`config.mk`:
```
export PLATFORM = sky130hd
export DESIGN_NAME = fetch_queue
export DESIGN_NICKNAME = d
export VERILOG_FILES = /design/src/rtl/fetch_pkg.sv /design/src/rtl/instruction_fifo.sv /design/src/rtl/fetch_queue.sv
export SDC_FILE = /design/constraint.sdc
export NUM_CORES = 1
export LEC_CHECK = 0
export BUFFER_PORTS_ARGS = -buffer_cell sky130_fd_sc_hd__clkbuf_2
export CORE_MARGIN = 2
export CORE_UTILIZATION = 30
export DETAILED_ROUTE_END_ITERATION = 7
export RECOVER_POWER = 100
export SYNTH_ARGS = -nofsm -noshare
export SYNTH_HDL_FRONTEND = slang
export SYNTH_HIERARCHICAL = 1
export SYNTH_SLANG_ARGS = --single-unit
```
`constraint.sdc`:
```
create_clock -name clk -period 2.7 [get_ports clk]
set_input_delay 0.54 -clock clk [delete_from_list [all_inputs] [get_ports clk]]
set_output_delay 0.54 -clock clk [all_outputs]
set_load 0.01 [all_outputs]
```
`src/rtl/fetch_pkg.sv`:
```
// Shared definitions for the fetch queue: control-flow opcodes and RV32 immediate decoders.
package fetch_pkg;

    localparam logic [6:0] OPC_BRANCH = 7'b1100011;
    localparam logic [6:0] OPC_JAL    = 7'b1101111;
    localparam logic [6:0] OPC_JALR   = 7'b1100111;

    // B-format offset, sign-extended to 32 bits (bit 0 always zero).
    function automatic logic [31:0] b_imm(input logic [31:0] instr);
        return {{20{instr[31]}}, instr[7], instr[30:25], instr[11:8], 1'b0};
    endfunction

    // J-format offset, sign-extended to 32 bits (bit 0 always zero).
    function automatic logic [31:0] j_imm(input logic [31:0] instr);
        return {{12{instr[31]}}, instr[19:12], instr[20], instr[30:21], 1'b0};
    endfunction

endpackage

```
`src/rtl/instruction_fifo.sv`:
```
// DEPTH-entry synchronous FIFO with synchronous clear, occupancy count and combinational head.
module instruction_fifo #(
    parameter int WIDTH = 32,
    parameter int DEPTH = 4,
    localparam int AW = $clog2(DEPTH),
    localparam int CW = AW + 1
) (
    input  logic             i_clk,
    input  logic             i_rst_n,
    input  logic             i_clear,
    input  logic             i_push,
    input  logic [WIDTH-1:0] i_data,
    input  logic             i_pop,
    output logic [WIDTH-1:0] o_head,
    output logic [CW-1:0]    o_count
);

    logic [WIDTH-1:0] r_mem [DEPTH];
    logic [AW-1:0]    r_wr_ptr;
    logic [AW-1:0]    r_rd_ptr;
    logic [CW-1:0]    r_count;
    logic             w_full;
    logic             w_do_pop;
    logic             w_do_push;

    assign w_full    = (r_count == CW'(DEPTH));
    assign w_do_pop  = i_pop && (r_count != '0);
    // A pop in the same cycle frees the slot, so a full FIFO still takes the push.
    assign w_do_push = i_push && (!w_full || w_do_pop);

    always_ff @(posedge i_clk or negedge i_rst_n) begin
        if (!i_rst_n) begin
            r_wr_ptr <= '0;
            r_rd_ptr <= '0;
            r_count  <= '0;
            for (int i = 0; i < DEPTH; i++) begin
                r_mem[i] <= '0;
            end
        end else if (i_clear) begin
            r_wr_ptr <= '0;
            r_rd_ptr <= '0;
            r_count  <= '0;
        end else begin
            if (w_do_push) begin
                r_mem[r_wr_ptr] <= i_data;
                r_wr_ptr        <= r_wr_ptr + AW'(1);
            end
            if (w_do_pop) begin
                r_rd_ptr <= r_rd_ptr + AW'(1);
            end
            case ({w_do_push, w_do_pop})
                2'b10:   r_count <= r_count + CW'(1);
                2'b01:   r_count <= r_count - CW'(1);
                default: r_count <= r_count;
            endcase
        end
    end

    assign o_head  = r_mem[r_rd_ptr];
    assign o_count = r_count;

endmodule

```
`src/rtl/fetch_queue.sv`:
```
// Instruction fetch stage: issues icache requests, predicts the next PC from each response
// and buffers fetched instructions with their predictions until the decoder takes them.
module fetch_queue
    import fetch_pkg::*;
#(
    parameter int                    ADDR_WIDTH = 17,
    parameter int                    DEPTH      = 4,
    parameter logic [ADDR_WIDTH-1:0] RESET_PC   = '0
) (
    input  logic                  clk,
    input  logic                  rst,
    input  logic                  pc_rst,
    input  logic [ADDR_WIDTH-1:0] new_pc,
    output logic [ADDR_WIDTH-1:0] branch_query_addr,
    input  logic                  branch_query_prediction,
    input  logic [ADDR_WIDTH-1:0] stack_top,
    output logic                  icache_fetch_en,
    output logic [ADDR_WIDTH-1:0] icache_fetch_addr,
    input  logic                  icache_out_en,
    input  logic                  icache_cinstruction,
    input  logic [31:0]           icache_instruction,
    input  logic                  decoder_ready,
    output logic                  instruction_en,
    output logic [31:0]           instruction,
    output logic [ADDR_WIDTH-1:0] pc_out,
    output logic [ADDR_WIDTH-1:0] instruction_addr_prediction,
    output logic                  instruction_br_prediction,
    output logic [1:0]            o_dbg_state
);

    localparam int CW = $clog2(DEPTH) + 1;

    localparam logic [0:0] ST_ISSUE = 1'b0;
    localparam logic [0:0] ST_WAIT  = 1'b1;

    typedef struct packed {
        logic [31:0]           instr;
        logic [ADDR_WIDTH-1:0] pc;
        logic [ADDR_WIDTH-1:0] jalr_pred;
        logic                  br_pred;
    } entry_t;

    logic [0:0]            r_state;
    logic                  r_stale;
    logic [ADDR_WIDTH-1:0] r_fetch_pc;
    logic [ADDR_WIDTH-1:0] r_req_pc;

    logic [CW-1:0]         w_count;
    logic                  w_not_empty;
    logic                  w_issue;
    logic                  w_push;
    logic                  w_pop;
    entry_t                w_head;
    entry_t                w_push_entry;
    logic [6:0]            w_opcode;
    logic [ADDR_WIDTH-1:0] w_step;
    logic [ADDR_WIDTH-1:0] w_next_pc;

    assign w_not_empty = (w_count != '0);
    // Only one request is ever outstanding, so in ISSUE the occupancy alone bounds the queue.
    // A redirect in the issue cycle suppresses the request rather than letting it go stale.
    assign w_issue = rst && !pc_rst && (r_state == ST_ISSUE) && (w_count < CW'(DEPTH));
    assign w_push  = (r_state == ST_WAIT) && icache_out_en && !r_stale && !pc_rst;
    assign w_pop   = w_not_empty && decoder_ready && !pc_rst;

    always_comb begin
        w_opcode  = icache_instruction[6:0];
        w_step    = icache_cinstruction ? ADDR_WIDTH'(2) : ADDR_WIDTH'(4);
        w_next_pc = r_req_pc + w_step;
        case (w_opcode)
            OPC_BRANCH: begin
                if (branch_query_prediction) begin
                    w_next_pc = r_req_pc + ADDR_WIDTH'(b_imm(icache_instruction));
                end
            end
            OPC_JAL:  w_next_pc = r_req_pc + ADDR_WIDTH'(j_imm(icache_instruction));
            OPC_JALR: w_next_pc = stack_top;
            default:  w_next_pc = r_req_pc + w_step;
        endcase
    end

    assign w_push_entry = '{
        instr:     icache_instruction,
        pc:        r_req_pc,
        jalr_pred: stack_top,
        br_pred:   branch_query_prediction
    };

    instruction_fifo #(
        .WIDTH($bits(entry_t)),
        .DEPTH(DEPTH)
    ) u_fifo (
        .i_clk   (clk),
        .i_rst_n (rst),
        .i_clear (pc_rst),
        .i_push  (w_push),
        .i_data  (w_push_entry),
        .i_pop   (w_pop),
        .o_head  (w_head),
        .o_count (w_count)
    );

    always_ff @(posedge clk or negedge rst) begin
        if (!rst) begin
            r_state    <= ST_ISSUE;
            r_stale    <= 1'b0;
            r_fetch_pc <= RESET_PC;
            r_req_pc   <= '0;
        end else if (pc_rst) begin
            r_fetch_pc <= new_pc;
            // The in-flight response has not arrived yet: wait for it and throw it away.
            if ((r_state == ST_WAIT) && !icache_out_en) begin
                r_stale <= 1'b1;
            end else begin
                r_state <= ST_ISSUE;
                r_stale <= 1'b0;
            end
        end else if (r_state == ST_ISSUE) begin
            if (w_issue) begin
                r_state  <= ST_WAIT;
                r_req_pc <= r_fetch_pc;
            end
        end else if (icache_out_en) begin
            r_state <= ST_ISSUE;
            r_stale <= 1'b0;
            if (!r_stale) begin
                r_fetch_pc <= w_next_pc;
            end
        end
    end

    assign branch_query_addr           = r_req_pc;
    assign icache_fetch_en             = w_issue;
    assign icache_fetch_addr           = w_issue ? r_fetch_pc : '0;
    assign instruction_en              = w_not_empty;
    assign instruction                 = w_not_empty ? w_head.instr : '0;
    assign pc_out                      = w_not_empty ? w_head.pc : '0;
    assign instruction_addr_prediction = w_not_empty ? w_head.jalr_pred : '0;
    assign instruction_br_prediction   = w_not_empty && w_head.br_pred;
    assign o_dbg_state                 = {r_stale, r_state};

endmodule

```
# Yosys cells after proc, flatten, opt, wreduce, memory -nomap -nowiden
# Index checks and enable logic that the tools add are counted.
op_classes:
  bitwise_logic: 4
  n_addsub: 7
  n_reduce_logical: 28
  mux: 32
  order_cmp: 4
  eq_ne: 8
ops:
  columns: ["operator", "count"]
  rows:
  - ["$bwmux 268", 1]
  - ["$mux 67", 3]
  - ["$mux 17", 8]
  - ["$bmux 67 s2", 1]
  - ["$demux 67 s2", 1]
  - ["$pmux 17 s3", 1]
  - ["$add 17x17->17", 2]
  - ["$mux 32", 1]
  - ["$eq 7x7->1 const B", 3]
  - ["$add 17x3->17", 1]
  - ["$logic_and 1x1->1", 13]
  - ["$mux 1", 9]
  - ["$mux 2", 4]
  - ["$reduce_bool 2->1", 4]
  - ["$ge 3x3->1 const B", 2]
  - ["$mux 3", 2]
  - ["$not 2->3", 2]
  - ["$pmux 3 s2", 1]
  - ["$reduce_and 3->1", 2]
  - ["$reduce_bool 3->1", 2]
  - ["$add 2x1->2 const B", 2]
  - ["$logic_not 1->1", 4]
  - ["$ne 2x2->1 const B", 2]
  - ["$reduce_and 2->1", 2]
  - ["other kinds (9)", 10]
word_totals:
  regBits: 311

# Longest topological paths before layout
logic_depth:
  ltp_word: 9
  mapped_depth: 11
  ltp_nobuf: 10

# Cells and area by module
# The synthesis kept the hierarchy.
by_module_without_submodules:
  columns: ["module", "cells_each", "instances", "seq_area_each_um2", "area_each_um2"]
  rows:
  - ["instruction_fifo", 713, 1, 6881.6, 12818.5]
  - ["fetch_queue", 509, 1, 900.9, 4252.8]

# Worst setup path before layout
# No wires, ideal clock.
synth_path:
  path_kind: "input to register"
  startpoint: "in icache_out_en"
  endpoint: "reg u_fifo.r_count[2], in the netlist u_fifo/o_count[2]"
  slack_ns: -0.224
  required_ns: 2.618
  path_stages: 9
  setup_ns: 0.082
  arrival_time_ns: 2.841
  path_cell_list: "nand2_1 or3_1 buf_2 inv_1 clkbuf_1 nor2_1 fa_1 or4_1 a31oi_1"
synth_via:
  elab_chain_cells: 7
synth_lines:
  columns: ["element", "line_no", "source"]
  rows:
  - ["start, declared", "fetch_queue.sv:19", "input logic icache_out_en,"]
  - ["$logic_and 1x1->1 (*) (3 in a row)", "fetch_queue.sv:63", "assign w_push = (r_state == ST_WAIT) && icache_out_en && !r_stale && !pc_rst;"]
  - ["named net w_push", "fetch_queue.sv:51", "logic w_push;"]
  - ["$logic_and 1x1->1 (*)", "instruction_fifo.sv:29", "assign w_do_push = i_push && (!w_full || w_do_pop);"]
  - ["$eq 2x1->1 or $eq 2x2->1 (tied branches)", "instruction_fifo.sv:51", "case ({w_do_push, w_do_pop})"]
  - ["$pmux 3 s2", "instruction_fifo.sv:51", null]
  - ["$mux 3", "instruction_fifo.sv:39", "end else if (i_clear) begin"]
  - ["end signal, assigned", "instruction_fifo.sv:52", "2'b10: r_count <= r_count + CW'(1);"]
  - ["end signal, assigned", "instruction_fifo.sv:53", "2'b01: r_count <= r_count - CW'(1);"]
  - ["end signal, assigned", "instruction_fifo.sv:54", "default: r_count <= r_count;"]
  - ["end, declared", "instruction_fifo.sv:21", "logic [CW-1:0] r_count;"]
# The timed path passes the listed nets; every way through them passes the cells marked *.
# A chain may end at the register's enable or synchronous reset.

==> impl_summary.txt <==
----------------------------------------------------
[Floorplan]
  I/O pin count ... 178
  Die boundary width ... 243 um
  Initial cell density of the core ... 30.3%
  Placeable core region ... 56300 um2
  Row Count ... 87
  Height of the die ... 243 um
  Die Area ... 58800 um2

[Setup path]
  Family of cells with the greatest summed delay on the critical path ... multiplexers
  Critical path startpoint category ... flop
  Critical path required time ... 2.16 ns
  Sequence of cells on the critical path ... buf_12, buf_16, mux4_2, and2_1, clkbuf_2
  Endpoint kind of the worst setup timing path ... output port
  Slowest stage delay, CP ... 0.50 ns
  Highest net fanout along the worst path ... 5
  Worst path bufs/invs ... 3
  Arrival @ worst endpoint ... 2.17 ns
  Kind of critical path ... flop to output port
  Cell with the biggest individual delay on the critical path ... mux4_2

[Pwr]
  Total power per unit cell area ... 680 nW/um2
  Leak pwr ... 9.99 nW
  Worst-case vdd ir drop ... 0.528 mV

[Layout]
  Storage cell area ... 7790 um2
  Layout Area Growth over Synthesis ... 20.6%
  Antenna diodes ... 0
  Post-route cell area ... 20600 um2
  Total number of nets in the final design ... 1550
  Cell Count, Final, Fillers Out ... 2223
  Combined area of the multi-input logic cells ... 8580 um2
  Fraction of layout instances using a drive strength above 1 ... 47.7%
  Fillcell total ... 5452

[Synthesis]
  Flip-flop and latch count after synthesis ... 311
  Post-synth top area share ... 45.6%
  Fraction of registers with async set or reset after synthesis ... 100%
  Cell types occupying the most area after synthesis ... dfrtp_1, mux2_2, mux2_4
  Synth Warn # ... 6
  Count leader, synth ... dfrtp_1
  Part of the Yosys area used for sequential elements ... 45.6%
  Post-synth net total ... 1329
  Number of distinct library cells after synthesis ... 84
  Mapped Area ... 17100 um2
  Flip-flop cell with the highest count after synthesis ... dfrtp_1
  Mapped Cells ... 1222
  Post-Syn Area per Cell ... 14.0 um2
  Post-synth EDFFs ... 0
  Top cells by count, synth ... dfrtp_1, mux2_2, mux2_4, and2_1, mux4_2
  Cell taking the most area after synthesis ... dfrtp_1

[Placement]
  Area after detailed placement ... 19000 um2
  Cells after DPL ... 2142
  Global placer's final weighted congestion ... 0.884
  Port buffer count ... 177
  Total half-perimeter wirelength after legalization and detailed placement ... 34300 um

[Global route]
  All-Layer GR Usage ... 16.9%
  Vias in the first global route ... 11500
  Maximum number of pins on one net before global-route repair ... 172
  Number of antenna violations at the first check in global routing ... 2
  Overflow after GRT ... 0
  Global-route wire length before repair ... 75300 um

[Routing]
  Mean number of vias per cell ... 5.07
  Wire length after detailed routing ... 51000 um
  Wire length per cell ... 22.9 um
  Remaining DRCs ... 0
  Antenna viol nets, final ... 0
  Pre-Repair DR Iteration Count ... 7
  Detailed Route Iter0 Violations ... 682
  Number of vias after detailed routing ... 11300

[STA]
  Max transition margin ... -31.7%
  Final count of negative-setup-slack endpoints ... 2
  Maximum clock frequency ... 370 MHz
  Final period util ... 100%
  Layout Skew ... 0.0117 ns
  Final number of max-transition violations ... 313
  Number of hold violations in the final report ... 0
  Setup slack of the critical path after layout ... -0.00613 ns
  Measured slew at the worst slew-check pin ... 1.98 ns
  Post-layout minimum cycle time ... 2.71 ns
  RSZ-0062 raised after global routing ... yes

[CTS]
  CTS tree ... done
  Clock latency on the worst-skew pair ... 0.55 ns
  Worst-case clock buffer depth ... 3
  Clock edge transition at the registers on the reported setup and hold paths ... 0.06 ns
  Library cell used as clock root buffer ... clkbuf_16
  Clock net sink count ... 311
  H-tree depth ... 2
  # hold bufs at CTS ... 0
  Number of CTS-inserted buffers ... 37

[Worst hold path]
  Class of the most critical hold timing path ... primary input to flop

[Outcome]
  Failing checks ... max-capacitance violations, max-slew violations, negative setup slack
  Run status ... finished, violations left

[Run]
  Max capacitance violation total ... 2

----------------------------------------------------
## per-layer routing
| layer | up-vias | part of all wire [%] | global-route usage (%) | wire (um) |
|---|---|---|---|---|
| met3 | 72 | 6.2 | 3.89 | 3160 |
| met4 | 4 | 1.8 | 3.58 | 920 |
| met2 | 323 | 46 | 26.5 | 23400 |
| li1 | 4951 | - | - | - |
| met1 | 5929 | 46 | 23.9 | 23500 |
| met5 | - | 0.065 | 0 | 33 |
## cells by family after synthesis
logic type	after synthesis	share of synthesized area, %
mux	354	30.4
flops	311	45.6
simple gates	233	8.67
compound gates	153	6.32
buf+inv	98	4.37
xor+xnor	39	2.00
fa+ha+maj	34	2.67
## where the power goes
part           switching, W  leakage [nW]  internal (W)
Clock               0.00201         0.598       0.00308
Combinational       0.00167          5.22       0.00164
Sequential         0.000407          4.18       0.00519
Total               0.00409          9.99       0.00991
## what timing repair did
item / 4_1_cts / 5_1_grt
pin swaps: 2 / 5
resized for setup: 24 / 27
gates cloned: 6 / 4
buffers inserted: 6 / 3
endpoints found under the setup margin: 67 / 72
## flip-flops by register name, indices dropped and copies added, names as in the netlist
name / cells
u_fifo/r_mem: 268
u_fifo/r_wr_ptr: 2
r_fetch_pc: 17
branch_query_addr: 17
u_fifo/o_count: 3
r_state: 1
u_fifo/r_rd_ptr: 2
r_stale: 1
## final cells by class
cell class / count / share of cell area (%)
flip-flops and latches: 311 / 37.8
clock inverters: 10 / 0.669
multi-input cells: 813 / 41.7
repair buffers: 264 / 9.62
inverters: 16 / 0.298
clock buffers: 53 / 5.28
well taps: 756 / 4.59
## stage by stage
stage | util [%] | setup slack [ns] | TNS, ns | hold WS [ns] | power [W]
5_1_grt | 36.6 | -0.0672 | -1.77 | 0.205 | 0.0147
4_1_cts | 36.5 | -0.0838 | -1.29 | 0.196 | 0.0142
3_5_place_dp | 33.8 | -0.0861 | -0.270 | 0.487 | 0.00901
6_report | 36.6 | -0.00613 | -0.00750 | 0.213 | 0.0140
2_1_floorplan | - | 0.00106 | 0 | 0.244 | 0.00773
3_3_place_gp | 33.8 | -0.0850 | -0.214 | 0.482 | 0.00894
## final timing paths
check	startpoint	endpoint	slack (ns)	cells after the start
worst min-delay path	icache_out_en	r_state	0.21	2
worst min register to register	u_fifo/r_mem[32]	u_fifo/r_mem[32]	0.50	1
min in group asynchronous	rst	u_fifo/r_mem[207]	0.69	2
worst max-delay path	u_fifo/r_rd_ptr[0]	instruction_addr_prediction[2]	-0.006	5
max in group asynchronous	rst	u_fifo/r_mem[234]	0.54	2
worst max register to register	branch_query_addr[2]	r_fetch_pc[14]	0.06	8
## cells in the final DEF, fill, tap and decap left out, types with 6 or more instances in the layout
cell type and instances:
buf_16 7, clkbuf_1 26, a221oi_1 8, clkbuf_8 10, nor2_1 32, dfrtp_1 308, mux2_4 120, and2_4 7
a21oi_1 38, clkbuf_2 162, nand2_1 33, xor2_1 21, ha_1 30, xnor2_1 18, mux2_2 164, clkbuf_16 40
nand2b_1 11, a21o_1 8, inv_1 14, and2_1 79, buf_4 41, nand3_1 13, or3_1 6, a31oi_1 8
o21ai_0 28, buf_6 9, buf_12 19, mux4_2 67
(Power assumes the default switching activity.)
